### config.mk
export PLATFORM = sky130hd
export DESIGN_NAME = pipe_data_path
export DESIGN_NICKNAME = d
export VERILOG_FILES = /design/src/rtl/dp_pkg.sv /design/src/rtl/dp_alu.sv /design/src/rtl/pipe_data_path.sv
export SDC_FILE = /design/constraint.sdc
export NUM_CORES = 2
export LEC_CHECK = 0
export ABC_CLOCK_PERIOD_IN_PS = 12000
export CAP_MARGIN = 20
export CELL_PAD_IN_SITES_DETAIL_PLACEMENT = 1
export CELL_PAD_IN_SITES_GLOBAL_PLACEMENT = 2
export CORE_ASPECT_RATIO = 1.5
export CORE_MARGIN = 2
export CORE_UTILIZATION = 49
export DETAILED_ROUTE_END_ITERATION = 10
export PLACE_DENSITY = 0.91
export SYNTH_ARGS = -nofsm -noshare
export SYNTH_HDL_FRONTEND = slang
export SYNTH_SLANG_ARGS = --single-unit
### constraint.sdc
create_clock -name clk -period 12 [get_ports clk]
set_input_delay 2.4 -clock clk [delete_from_list [all_inputs] [get_ports clk]]
set_output_delay 2.4 -clock clk [all_outputs]
set_load 0.05 [all_outputs]
### src/rtl/dp_pkg.sv
// Shared definitions for the multi-cycle data path: opcode/func encodings,
// instruction field positions (as offsets from the MSB) and FSM states.
// Optional feature macro: PIPE_DATA_PATH_MUL_EN (enables ALU func 10, MUL).
package dp_pkg;

    // Field layout, measured from the instruction MSB so it scales with WIDTH
    localparam int OP_W        = 6;
    localparam int REG_FLD_W   = 5;
    localparam int OP_MSB_OFS  = 1;
    localparam int RD_MSB_OFS  = 7;
    localparam int RA_MSB_OFS  = 12;
    localparam int RB_MSB_OFS  = 17;
    localparam int IMM_MSB_OFS = 17;

    // Opcode classes in op[5:4]
    localparam logic [1:0] CLS_RR = 2'b00;
    localparam logic [1:0] CLS_RI = 2'b01;

    // Full opcodes
    localparam logic [5:0] OP_LOAD  = 6'b100000;
    localparam logic [5:0] OP_STORE = 6'b100001;
    localparam logic [5:0] OP_BEQ   = 6'b110000;
    localparam logic [5:0] OP_BNE   = 6'b110001;
    localparam logic [5:0] OP_HALT  = 6'b111111;

    // ALU functions
    localparam logic [3:0] FN_ADD  = 4'd0;
    localparam logic [3:0] FN_SUB  = 4'd1;
    localparam logic [3:0] FN_AND  = 4'd2;
    localparam logic [3:0] FN_OR   = 4'd3;
    localparam logic [3:0] FN_XOR  = 4'd4;
    localparam logic [3:0] FN_SLL  = 4'd5;
    localparam logic [3:0] FN_SRL  = 4'd6;
    localparam logic [3:0] FN_SRA  = 4'd7;
    localparam logic [3:0] FN_SLT  = 4'd8;
    localparam logic [3:0] FN_SLTU = 4'd9;
    localparam logic [3:0] FN_MUL  = 4'd10;

    typedef enum logic [2:0] {
        S_FETCH  = 3'd0,
        S_DECODE = 3'd1,
        S_EXEC   = 3'd2,
        S_MEM    = 3'd3,
        S_WB     = 3'd4,
        S_HALT   = 3'd5
    } state_e;

    // MUL only exists when the multiplier is built in
    function automatic logic func_legal(input logic [3:0] f);
`ifdef PIPE_DATA_PATH_MUL_EN
        return (f <= FN_MUL);
`else
        return (f <= FN_SLTU);
`endif
    endfunction

endpackage

### src/rtl/dp_alu.sv
// Combinational ALU for pipe_data_path. All arithmetic wraps modulo 2^WIDTH.
// Optional feature macro: PIPE_DATA_PATH_MUL_EN (adds the func 10 multiplier).
module dp_alu
    import dp_pkg::*;
#(
    parameter int WIDTH = 32
) (
    input  logic [3:0]       func,
    input  logic [WIDTH-1:0] a,
    input  logic [WIDTH-1:0] b,
    output logic [WIDTH-1:0] y
);

    localparam int SHW = $clog2(WIDTH);

    logic [SHW-1:0] shamt;

    assign shamt = b[SHW-1:0];

    // Function select; illegal funcs never reach here, they yield zero
    always_comb begin
        y = '0;
        case (func)
            FN_ADD:  y = a + b;
            FN_SUB:  y = a - b;
            FN_AND:  y = a & b;
            FN_OR:   y = a | b;
            FN_XOR:  y = a ^ b;
            FN_SLL:  y = a << shamt;
            FN_SRL:  y = a >> shamt;
            FN_SRA:  y = $signed(a) >>> shamt;
            FN_SLT:  y = {{(WIDTH-1){1'b0}}, ($signed(a) < $signed(b))};
            FN_SLTU: y = {{(WIDTH-1){1'b0}}, (a < b)};
`ifdef PIPE_DATA_PATH_MUL_EN
            FN_MUL:  y = a * b;
`endif
            default: y = '0;
        endcase
    end

endmodule

### src/rtl/pipe_data_path.sv
// Multi-cycle (FETCH/DECODE/EXEC/MEM/WB) data path with a single shared
// memory port and an inline register file; register 0 is hard-wired to zero.
// Optional feature macro: PIPE_DATA_PATH_MUL_EN (single-cycle MUL in EXEC).
module pipe_data_path
    import dp_pkg::*;
#(
    parameter int WIDTH  = 32,
    parameter int AWIDTH = 8,
    parameter int NREGS  = 32
) (
    input  logic              clk,
    input  logic              reset,
    output logic              mem_req,
    output logic              mem_we,
    output logic [AWIDTH-1:0] mem_addr,
    output logic [WIDTH-1:0]  mem_wdata,
    input  logic [WIDTH-1:0]  mem_rdata,
    input  logic              mem_ack,
    output logic [AWIDTH-1:0] pc,
    output logic              halted
);

    localparam int RIW    = $clog2(NREGS);
    localparam int OP_LSB = WIDTH - OP_MSB_OFS - OP_W + 1;
    localparam int RD_LSB = WIDTH - RD_MSB_OFS - REG_FLD_W + 1;
    localparam int RA_LSB = WIDTH - RA_MSB_OFS - REG_FLD_W + 1;
    localparam int RB_LSB = WIDTH - RB_MSB_OFS - REG_FLD_W + 1;
    localparam int IMM_W  = WIDTH - IMM_MSB_OFS + 1;

    state_e state, state_nxt;

    logic [WIDTH-1:0]  ir;
    logic [WIDTH-1:0]  rf [NREGS];
    logic [WIDTH-1:0]  opa, opb, res;
    logic [AWIDTH-1:0] npc;

    logic [5:0]             op;
    logic [3:0]             func;
    logic [RIW-1:0]         rd_idx, ra_idx, rb_idx, bsel_idx;
    logic signed [WIDTH-1:0] imm_ext;
    logic [WIDTH-1:0]       alu_b, alu_y;
    logic [AWIDTH-1:0]      mem_ea;
    logic legal, is_alu, is_ri, is_load, is_store, is_beq, is_bne, br_taken;

    logic              req_nxt, we_nxt, halt_nxt;
    logic [AWIDTH-1:0] addr_nxt, pc_nxt;
    logic [WIDTH-1:0]  wdata_nxt;
    logic              ld_ir, ld_ab, ld_exec, ld_load, rf_we;

    assign op       = ir[OP_LSB +: OP_W];
    assign func     = op[3:0];
    assign rd_idx   = ir[RD_LSB +: RIW];
    assign ra_idx   = ir[RA_LSB +: RIW];
    assign rb_idx   = ir[RB_LSB +: RIW];
    assign imm_ext  = {{(WIDTH-IMM_W){ir[IMM_W-1]}}, ir[IMM_W-1:0]};

    assign is_alu   = ~op[5];
    assign is_ri    = (op[5:4] == CLS_RI);
    assign is_load  = (op == OP_LOAD);
    assign is_store = (op == OP_STORE);
    assign is_beq   = (op == OP_BEQ);
    assign is_bne   = (op == OP_BNE);

    // Stores and branches need rd as their second operand, so the B port
    // reads rd instead of rb for every non-ALU opcode.
    assign bsel_idx = op[5] ? rd_idx : rb_idx;
    assign alu_b    = is_ri ? imm_ext : opb;
    assign mem_ea   = opa[AWIDTH-1:0] + imm_ext[AWIDTH-1:0];
    assign br_taken = (is_beq && (opa == opb)) || (is_bne && (opa != opb));

    dp_alu #(.WIDTH(WIDTH)) u_alu (
        .func (func),
        .a    (opa),
        .b    (alu_b),
        .y    (alu_y)
    );

    // Opcode legality: ALU classes depend on func, the rest are listed opcodes
    always_comb begin
        unique case (op[5:4])
            CLS_RR, CLS_RI: legal = func_legal(func);
            default:        legal = is_load || is_store || is_beq || is_bne;
        endcase
    end

    // Next-state and registered-output values; mem_* only change on entry
    // to FETCH/MEM or on the accepting ack, so they stay stable while waiting
    always_comb begin
        state_nxt = state;
        pc_nxt    = pc;
        req_nxt   = 1'b0;
        we_nxt    = 1'b0;
        addr_nxt  = mem_addr;
        wdata_nxt = mem_wdata;
        halt_nxt  = halted;
        ld_ir     = 1'b0;
        ld_ab     = 1'b0;
        ld_exec   = 1'b0;
        ld_load   = 1'b0;
        rf_we     = 1'b0;
        unique case (state)
            S_FETCH: begin
                if (mem_req && mem_ack) begin
                    ld_ir     = 1'b1;
                    state_nxt = S_DECODE;
                end else begin
                    req_nxt  = 1'b1;
                    addr_nxt = pc;
                end
            end
            S_DECODE: begin
                if (!legal || op == OP_HALT) begin
                    halt_nxt  = 1'b1;
                    state_nxt = S_HALT;
                end else begin
                    ld_ab     = 1'b1;
                    state_nxt = S_EXEC;
                end
            end
            S_EXEC: begin
                ld_exec = 1'b1;
                if (is_load || is_store) begin
                    req_nxt   = 1'b1;
                    we_nxt    = is_store;
                    addr_nxt  = mem_ea;
                    wdata_nxt = opb;
                    state_nxt = S_MEM;
                end else begin
                    state_nxt = S_WB;
                end
            end
            S_MEM: begin
                if (mem_req && mem_ack) begin
                    ld_load   = is_load;
                    state_nxt = S_WB;
                end else begin
                    req_nxt = 1'b1;
                    we_nxt  = mem_we;
                end
            end
            S_WB: begin
                rf_we     = (is_alu || is_load) && (rd_idx != '0);
                pc_nxt    = npc;
                req_nxt   = 1'b1;
                addr_nxt  = npc;
                state_nxt = S_FETCH;
            end
            S_HALT: begin
                halt_nxt = 1'b1;
            end
            default: begin
                halt_nxt  = 1'b1;
                state_nxt = S_HALT;
            end
        endcase
    end

    // FSM state register
    always_ff @(posedge clk or negedge reset) begin
        if (!reset) state <= S_FETCH;
        else        state <= state_nxt;
    end

    // Program counter, instruction register and memory-port outputs
    always_ff @(posedge clk or negedge reset) begin
        if (!reset) begin
            pc        <= '0;
            ir        <= '0;
            mem_req   <= 1'b0;
            mem_we    <= 1'b0;
            mem_addr  <= '0;
            mem_wdata <= '0;
            halted    <= 1'b0;
        end else begin
            pc        <= pc_nxt;
            mem_req   <= req_nxt;
            mem_we    <= we_nxt;
            mem_addr  <= addr_nxt;
            mem_wdata <= wdata_nxt;
            halted    <= halt_nxt;
            if (ld_ir) ir <= mem_rdata;
        end
    end

    // Register file write port; entry 0 is never written so it reads as zero
    always_ff @(posedge clk or negedge reset) begin
        if (!reset) begin
            for (int i = 0; i < NREGS; i++) rf[i] <= '0;
        end else if (rf_we) begin
            rf[rd_idx] <= res;
        end
    end

    // Operand latches, result and next-pc latches (pure data, no reset)
    always_ff @(posedge clk) begin
        if (ld_ab) begin
            opa <= rf[ra_idx];
            opb <= rf[bsel_idx];
        end
        if (ld_exec) begin
            res <= alu_y;
            npc <= br_taken ? (pc + imm_ext[AWIDTH-1:0]) : (pc + AWIDTH'(1));
        end
        if (ld_load) res <= mem_rdata;
    end

endmodule

=== Word-level counts from Yosys, hierarchy flattened ===
Cells that the tools add are included.

* Add/sub/neg operators: 5
* Multiply operators: 0
* Divide/modulo/power cells: 0
* Order comparisons: 7
* Eq/ne operators: 27
* Shift operators: 3
* Mux-type cells: 40
* Bitwise operators: 9
* Reduce and logical (&&, ||, !) cells: 25

{| class="wikitable"
|+ Operators with widths
! operator !! count
|-
| $bwmux 1024 || 1
|-
| $bmux 32 s5 || 2
|-
| $pmux 32 s10 || 1
|-
| $mux 32 || 8
|-
| $demux 32 s5 || 1
|-
| $lt 32x32->1 || 2
|-
| $add 32x32->32 || 1
|-
| $and 32x32->32 || 1
|-
| $eq 32x32->1 || 1
|-
| $ne 32x32->1 || 1
|-
| $or 32x32->32 || 1
|-
| $shl 32x5->32 || 1
|-
| $shr 32x5->32 || 1
|-
| $sshr 32x5->32 || 1
|-
| $sub 32x32->32 || 1
|-
| $xor 32x32->32 || 1
|-
| $eq 6x6->1 const B || 5
|-
| $mux 8 || 3
|-
| $pmux 8 s3 || 1
|-
| $ge 6x6->1 const B || 3
|-
| $not 5->6 || 3
|-
| $pmux 3 s6 || 1
|-
| $add 8x8->8 || 2
|-
| $eq 4x3->1 const B || 4
|-
| 30 further kinds || 69
|}

* Register bits after elaboration: 1214
* Latch bits: 0
* RAM bits: 0
* Bits in read-only memories: 0
* Bits of input ports: 35
* Output and inout bits: 51
* Logic and storage cells: 160
* Memories kept: 0

=== Depth between registers and ports, before layout ===
* Word-level depth: 9
* Depth in mapped cells: 20
* Mapped depth without buffers: 16

=== Modules after synthesis ===
A second synthesis with hierarchy kept.

* Cells, all modules: 5357
* Area total of the unflattened synthesis: 70959.3 um^2

{| class="wikitable"
|+ Modules (own cells, without submodules)
! module !! instances !! cells each !! area an instance (um^2) !! sequential area each (um^2)
|-
| pipe_data_path || 1 || 4177 || 62906.6 || 30899.6
|-
| dp_alu || 1 || 1180 || 8052.7 || 0.0
|}

=== Worst setup path after synthesis ===
Ideal clock, no wire load.

* Path kind: flip-flop to flip-flop
* Start: register ir[27]
* End: register opa[0], enable pin
* Library setup time: 578 ps
* Data arrival time: 5771 ps
* Required time: 11422 ps
* Setup slack: 5651 ps
* Stages on the path, launching flop included: 5
* Path buffers: 1
* Period minus slack after synthesis: 6349 ps
* Cells stage by stage: dfrtp_1 > clkbuf_1 > nor3_1 > o21ai_0 > nor3b_1

* Word-level cells in the longest chain between the ends: 9
* Elaborated cells between the ends (all ways): 14
* Those cells by class: 1 x order compare; 5 x eq/ne; 3 x mux; 5 x reduce/logical

{| class="wikitable"
|+ RTL lines
! element !! RTL line !! RTL
|-
| start: declaration || pipe_data_path.sv:32 || <nowiki>logic [WIDTH-1:0] ir;</nowiki>
|-
| start signal: assignment || pipe_data_path.sv:181 || <nowiki>if (ld_ir) ir <= mem_rdata;</nowiki>
|-
| $eq 6x6->1, on equally long branches || pipe_data_path.sv:59, pipe_data_path.sv:60 ||
|-
| $logic_or 1x1->1 (3 in a row) || pipe_data_path.sv:82 || <nowiki>default: legal = is_load || is_store || is_beq || is_bne;</nowiki>
|-
| $mux 1 || pipe_data_path.sv:80 || <nowiki>unique case (op[5:4])</nowiki>
|-
| $logic_not 1->1 || pipe_data_path.sv:112 || <nowiki>if (!legal || op == OP_HALT) begin</nowiki>
|-
| $logic_or 1x1->1 (*) || pipe_data_path.sv:112 ||
|-
| $mux 1 (*) || pipe_data_path.sv:112 ||
|-
| $mux 1 (*) || pipe_data_path.sv:101 || <nowiki>unique case (state)</nowiki>
|-
| net ld_ab || pipe_data_path.sv:48 || <nowiki>logic ld_ir, ld_ab, ld_exec, ld_load, rf_we;</nowiki>
|-
| end signal: assignment || pipe_data_path.sv:197 || <nowiki>opa <= rf[ra_idx];</nowiki>
|-
| end: declaration || pipe_data_path.sv:34 || <nowiki>logic [WIDTH-1:0] opa, opb, res;</nowiki>
|}

The timed path passes the listed nets; every way through them passes the cells marked *.
A chain may end at the register's enable or synchronous reset.

=== Worst setup path in the final report ===
* Start: register ir[31]
* End: register res[30] (data pin)

* Word-level cells in the longest chain between the ends: 6
* Elaborated cells between the ends (all ways): 16
* Those cells by class: 2 x add/sub; 2 x eq/ne; 3 x shift; 6 x mux; 3 x bitwise

{| class="wikitable"
|+ RTL lines
! element !! RTL line !! RTL
|-
| $eq 2x1->1 || pipe_data_path.sv:58 || <nowiki>assign is_ri = (op[5:4] == CLS_RI);</nowiki>
|-
| $mux 32 || pipe_data_path.sv:67 || <nowiki>assign alu_b = is_ri ? imm_ext : opb;</nowiki>
|-
| $sub 32x32->32, or another cell as far along || dp_alu.sv:25 || <nowiki>FN_SUB: y = a - b;</nowiki>
|-
| $pmux 32 s10 || dp_alu.sv:23 || <nowiki>case (func)</nowiki>
|-
| $mux 32 || pipe_data_path.sv:200 || <nowiki>if (ld_exec) begin</nowiki>
|-
| $mux 32 (*) || pipe_data_path.sv:204 || <nowiki>if (ld_load) res <= mem_rdata;</nowiki>
|-
| end signal: assignment || pipe_data_path.sv:201 || <nowiki>res <= alu_y;</nowiki>
|-
| end signal: assignment || pipe_data_path.sv:204 ||
|-
| end: declaration || pipe_data_path.sv:34 ||
|}

Every way passes the cells marked *; elsewhere a longest branch is shown, timed or not. The select of a mux whose other input is x is not followed.

==> results.md <==
- Vias in the first global route: 57,000
- Final Skew: roughly 0.051 ns
- Hold slack final: around 0.40 ns
- Count leader, synth: dfrtp_1
- GRT Total Usage: 0.3777
- Crit path required time: ~13 ns
- CTS resizes: 0
- Synthesized area: 71,310 µm²
- FF-to-FF End: res[30]
- Cells on Worst Hold Path: 0
- Worst hold path class: flip-flop to flip-flop
- Hold_buf cts: 0
- Net Sw Frac: 0.4703
- Min-Delay Endpoint: rf[1006]
- Slew headroom: 0.06398
- Outcome: finished clean
- Cell Int Power: roughly 12,000 µW
- Synthesized flop and latch total: approximately 1,200
- Sequential area share after synthesis: 0.4333
- Final worst path period need: between 6 and 7 ns
- Fin area: 78,050 µm²
- RSZ-0062 raised after global routing: no
- Maxcap violations: 0
- Crit end category: flip-flop
- Element type at the critical path start: flip-flop
- Ranking of synthesized cells by area: dfrtp_1 (39%), mux4_2 (19%), mux2_2 (17%), edfxtp_1 (4.4%), nand2_1 (2.7%)
- Post-place instance area: 73,670 µm²
- # IOs: 86
- Final Hold Vio Count: 0
- WS Path Type: flip-flop to flip-flop
- CTS tree: built
- Clock power share: 0.164
- Die area: 148,700 µm²
- DIE WIDTH: 315.5 µm
- Root buf cell: clkbuf_16
- Top cells by count, synth: dfrtp_1 (1,110), mux2_2 (1,102), mux4_2 (601)
- H-tree depth: 3
- First-pass GRT wire length: between 400,000 and 500,000 µm
- Layout Nets: 5,458
- # setup viols final: 0
- Initial antenna violation count: 11
- WL final: roughly 280,000 µm
- Pleak: around 0.034 µW
- Slowest-stage cell, CP: dfrtp_1
- Top FF cell, synth: dfrtp_1
- Ys Warns: 0
- RePlAce Congestion: 1.029
- Clock sink count: 1,214
- Post-synth cell types: 92
- Cell taking the most area after synthesis: dfrtp_1
- Critical-path cell list: nand2b_4 > a21o_2 > buf_4 > ha_1 > inv_1 > fa_1 > nor2b_1 > o211ai_1 > a31oi_1 > a31oi_1 > a22oi_2 > a32o_1 > a21oi_1 > nand2b_1 > or4_1 > a32oi_1
- Post-synth ARST share: 0.9143
- First-pass iteration count of the detailed router: 5
- Pwr Total: 23,290 µW
- CP max FO: 37
- Post-DP HPWL: 173,000 µm
- Worst-Skew Late Latency: 0.79 ns
- Cells after DPL: 7,079
- Final TNS setup: 0 ns
- Comb power frac: 0.544
- Initial DRC Count: 6,117
- Cell Pwr Density: about 300 nW/µm²
- Critical R2R Launch: ir[31]
- Synth Net Count: 5,683
- Largest net degree at the start of global routing: 188
- Largest delay share family, worst path: compound AO/OA/AOI/OAI gates
- Worst vdd ir: 0.0002672 V
- Most used cell, CP: a31oi_1
- Switching Power: about 11,000 µW
- Share of cells above drive strength 1: 0.3892
- Syn avg cell area: 12.88 µm²
- Reg2reg setup slack: 5.73 ns
- Crit path largest cell delay: between 1 and 1.5 ns
- Vias: 52,880
- Arrival time at the worst endpoint: between 6 and 7 ns
- Post-synth EDFFs: around 100
- Port Buffer Count: 85
- Antenna-violating nets left: 0
- WL/cell: 38.35 µm
- Die Ht: approximately 470 µm
- Synthesis-to-layout area growth: 9.450%
- Non-Filler Instances: 7,317
- # rows: roughly 170
- Initial core utilization: 0.4930
- Global route overflow: 0
- Worst slew pin tran: 1.404 ns
- R2R depth: 16
- DRC viols: 0
- Clk pin slew, worst setup/hold paths: around 0.070 ns
- WP buf/inv: 2
- Period Utilization, post-route: 0.5222
- Reg power frac: 0.292
- Inserted Clock Buffers: 113
- Synth top area share: 0.3895
- Mapped Cells: 5,538
- Core Box Area: 144,600 µm²
- Fill cell count: 14,020
- Max Freq: 159.6 MHz
- Final Max Tran Viols: 0
- Longest Clk Path Bufs: 3
- Vias per inst: about 7.2
- Post-CTS Setup Inserts: 0
- Worst Hold Launch: rf[1006]
==> power groups by stage <==
stage | Clock [µW] | Sequential [µW] | Combinational, µW
6_report | 3820 | 6810 | 12700
5_1_grt | 3980 | 6890 | 13200
3_3_place_gp | 0 | 6720 | 11800
2_1_floorplan | 0 | 6240 | 8180
3_5_place_dp | 0 | 6890 | 12000
4_1_cts | 3840 | 6860 | 12100
==> placed cells by master, fill, tap and decap left out, types with 37 or more instances in the layout <==
| cell | n |
|---|---|
| nand3_1 | 195 |
| buf_4 | 100 |
| clkbuf_16 | 119 |
| ha_1 | 107 |
| mux2_2 | 1101 |
| mux4_2 | 601 |
| nor2_1 | 145 |
| inv_1 | 105 |
| mux2i_1 | 94 |
| nand2_1 | 519 |
| a21oi_1 | 166 |
| dfrtp_1 | 1105 |
| edfxtp_1 | 104 |
| o21ai_0 | 136 |
| clkdlybuf4s50_1 | 84 |
| xor2_1 | 37 |
==> sequential cells by signal, summed over array words and instances (netlist names) <==
signal and cells:
opa 32, mem_wdata 32, halted 1, res 32
mem_we 1, ir 32, rf 1024, state 3
pc 8, mem_addr 8, mem_req 1, opb 32
npc 8
==> worst max-delay path by stage <==
| stage | from | endpoint | slack [ns] | cells after the start |
|---|---|---|---|---|
| floorplan | ir[27] | opa[0] | 5.65 | 4 |
| global placement | mem_ack | res[31] | 5.90 | 12 |
| detailed placement | mem_ack | res[31] | 5.81 | 12 |
| CTS | ir[31] | res[30] | 5.84 | 16 |
| global route | ir[31] | res[30] | 5.52 | 16 |
| finish | ir[31] | res[30] | 5.73 | 16 |
==> cells by family after synthesis <==
kind of cell | count (synthesis) | synth area share
muxes | 1807 | 0.3789
buffers and inverters | 667 | 0.03688
and+or+nand+nor | 1036 | 0.06367
xor gates and xnor gates | 70 | 0.008597
adders and majority gates | 110 | 0.01962
AOI/OAI and AO/OA | 634 | 0.05902
DFF | 1214 | 0.4333
==> metrics by stage <==
stage               worst slack, ns  utilization
floorplan                     5.651            -
global placement              5.898       0.5093
detailed placement            5.806       0.5093
CTS                           5.841       0.5359
global route                  5.521       0.5395
finish                        5.733       0.5396
==> layer usage <==
layer  track usage  wire (µm)  up-vias  share of wire
met1        0.4373      96400    28050           0.34
met2        0.6083     136100     3313           0.49
met4        0.2933      25040        4          0.089
met3       0.08308      23020     1167          0.082
li1              -          -    20350              -
met5             0         23        -       0.000082
==> final cells by class <==
| class | count | area, µm² | share of cell area |
|---|---|---|---|
| Sequential cell | 1214 | 30920 | 0.3961 |
| Clock inverter | 35 | 352.8 | 0.004521 |
| Timing Repair Buffer | 216 | 2317 | 0.02969 |
| Multi-Input combinational cell | 3657 | 38150 | 0.4888 |
| Clock buffer | 173 | 3491 | 0.04473 |
| Inverter | 111 | 421.7 | 0.005402 |
| Tap cell | 1903 | 2381 | 0.03051 |
| Antenna cell | 8 | 20.02 | 0.0002565 |
Note: power is estimated with default switching activity, not from simulation.
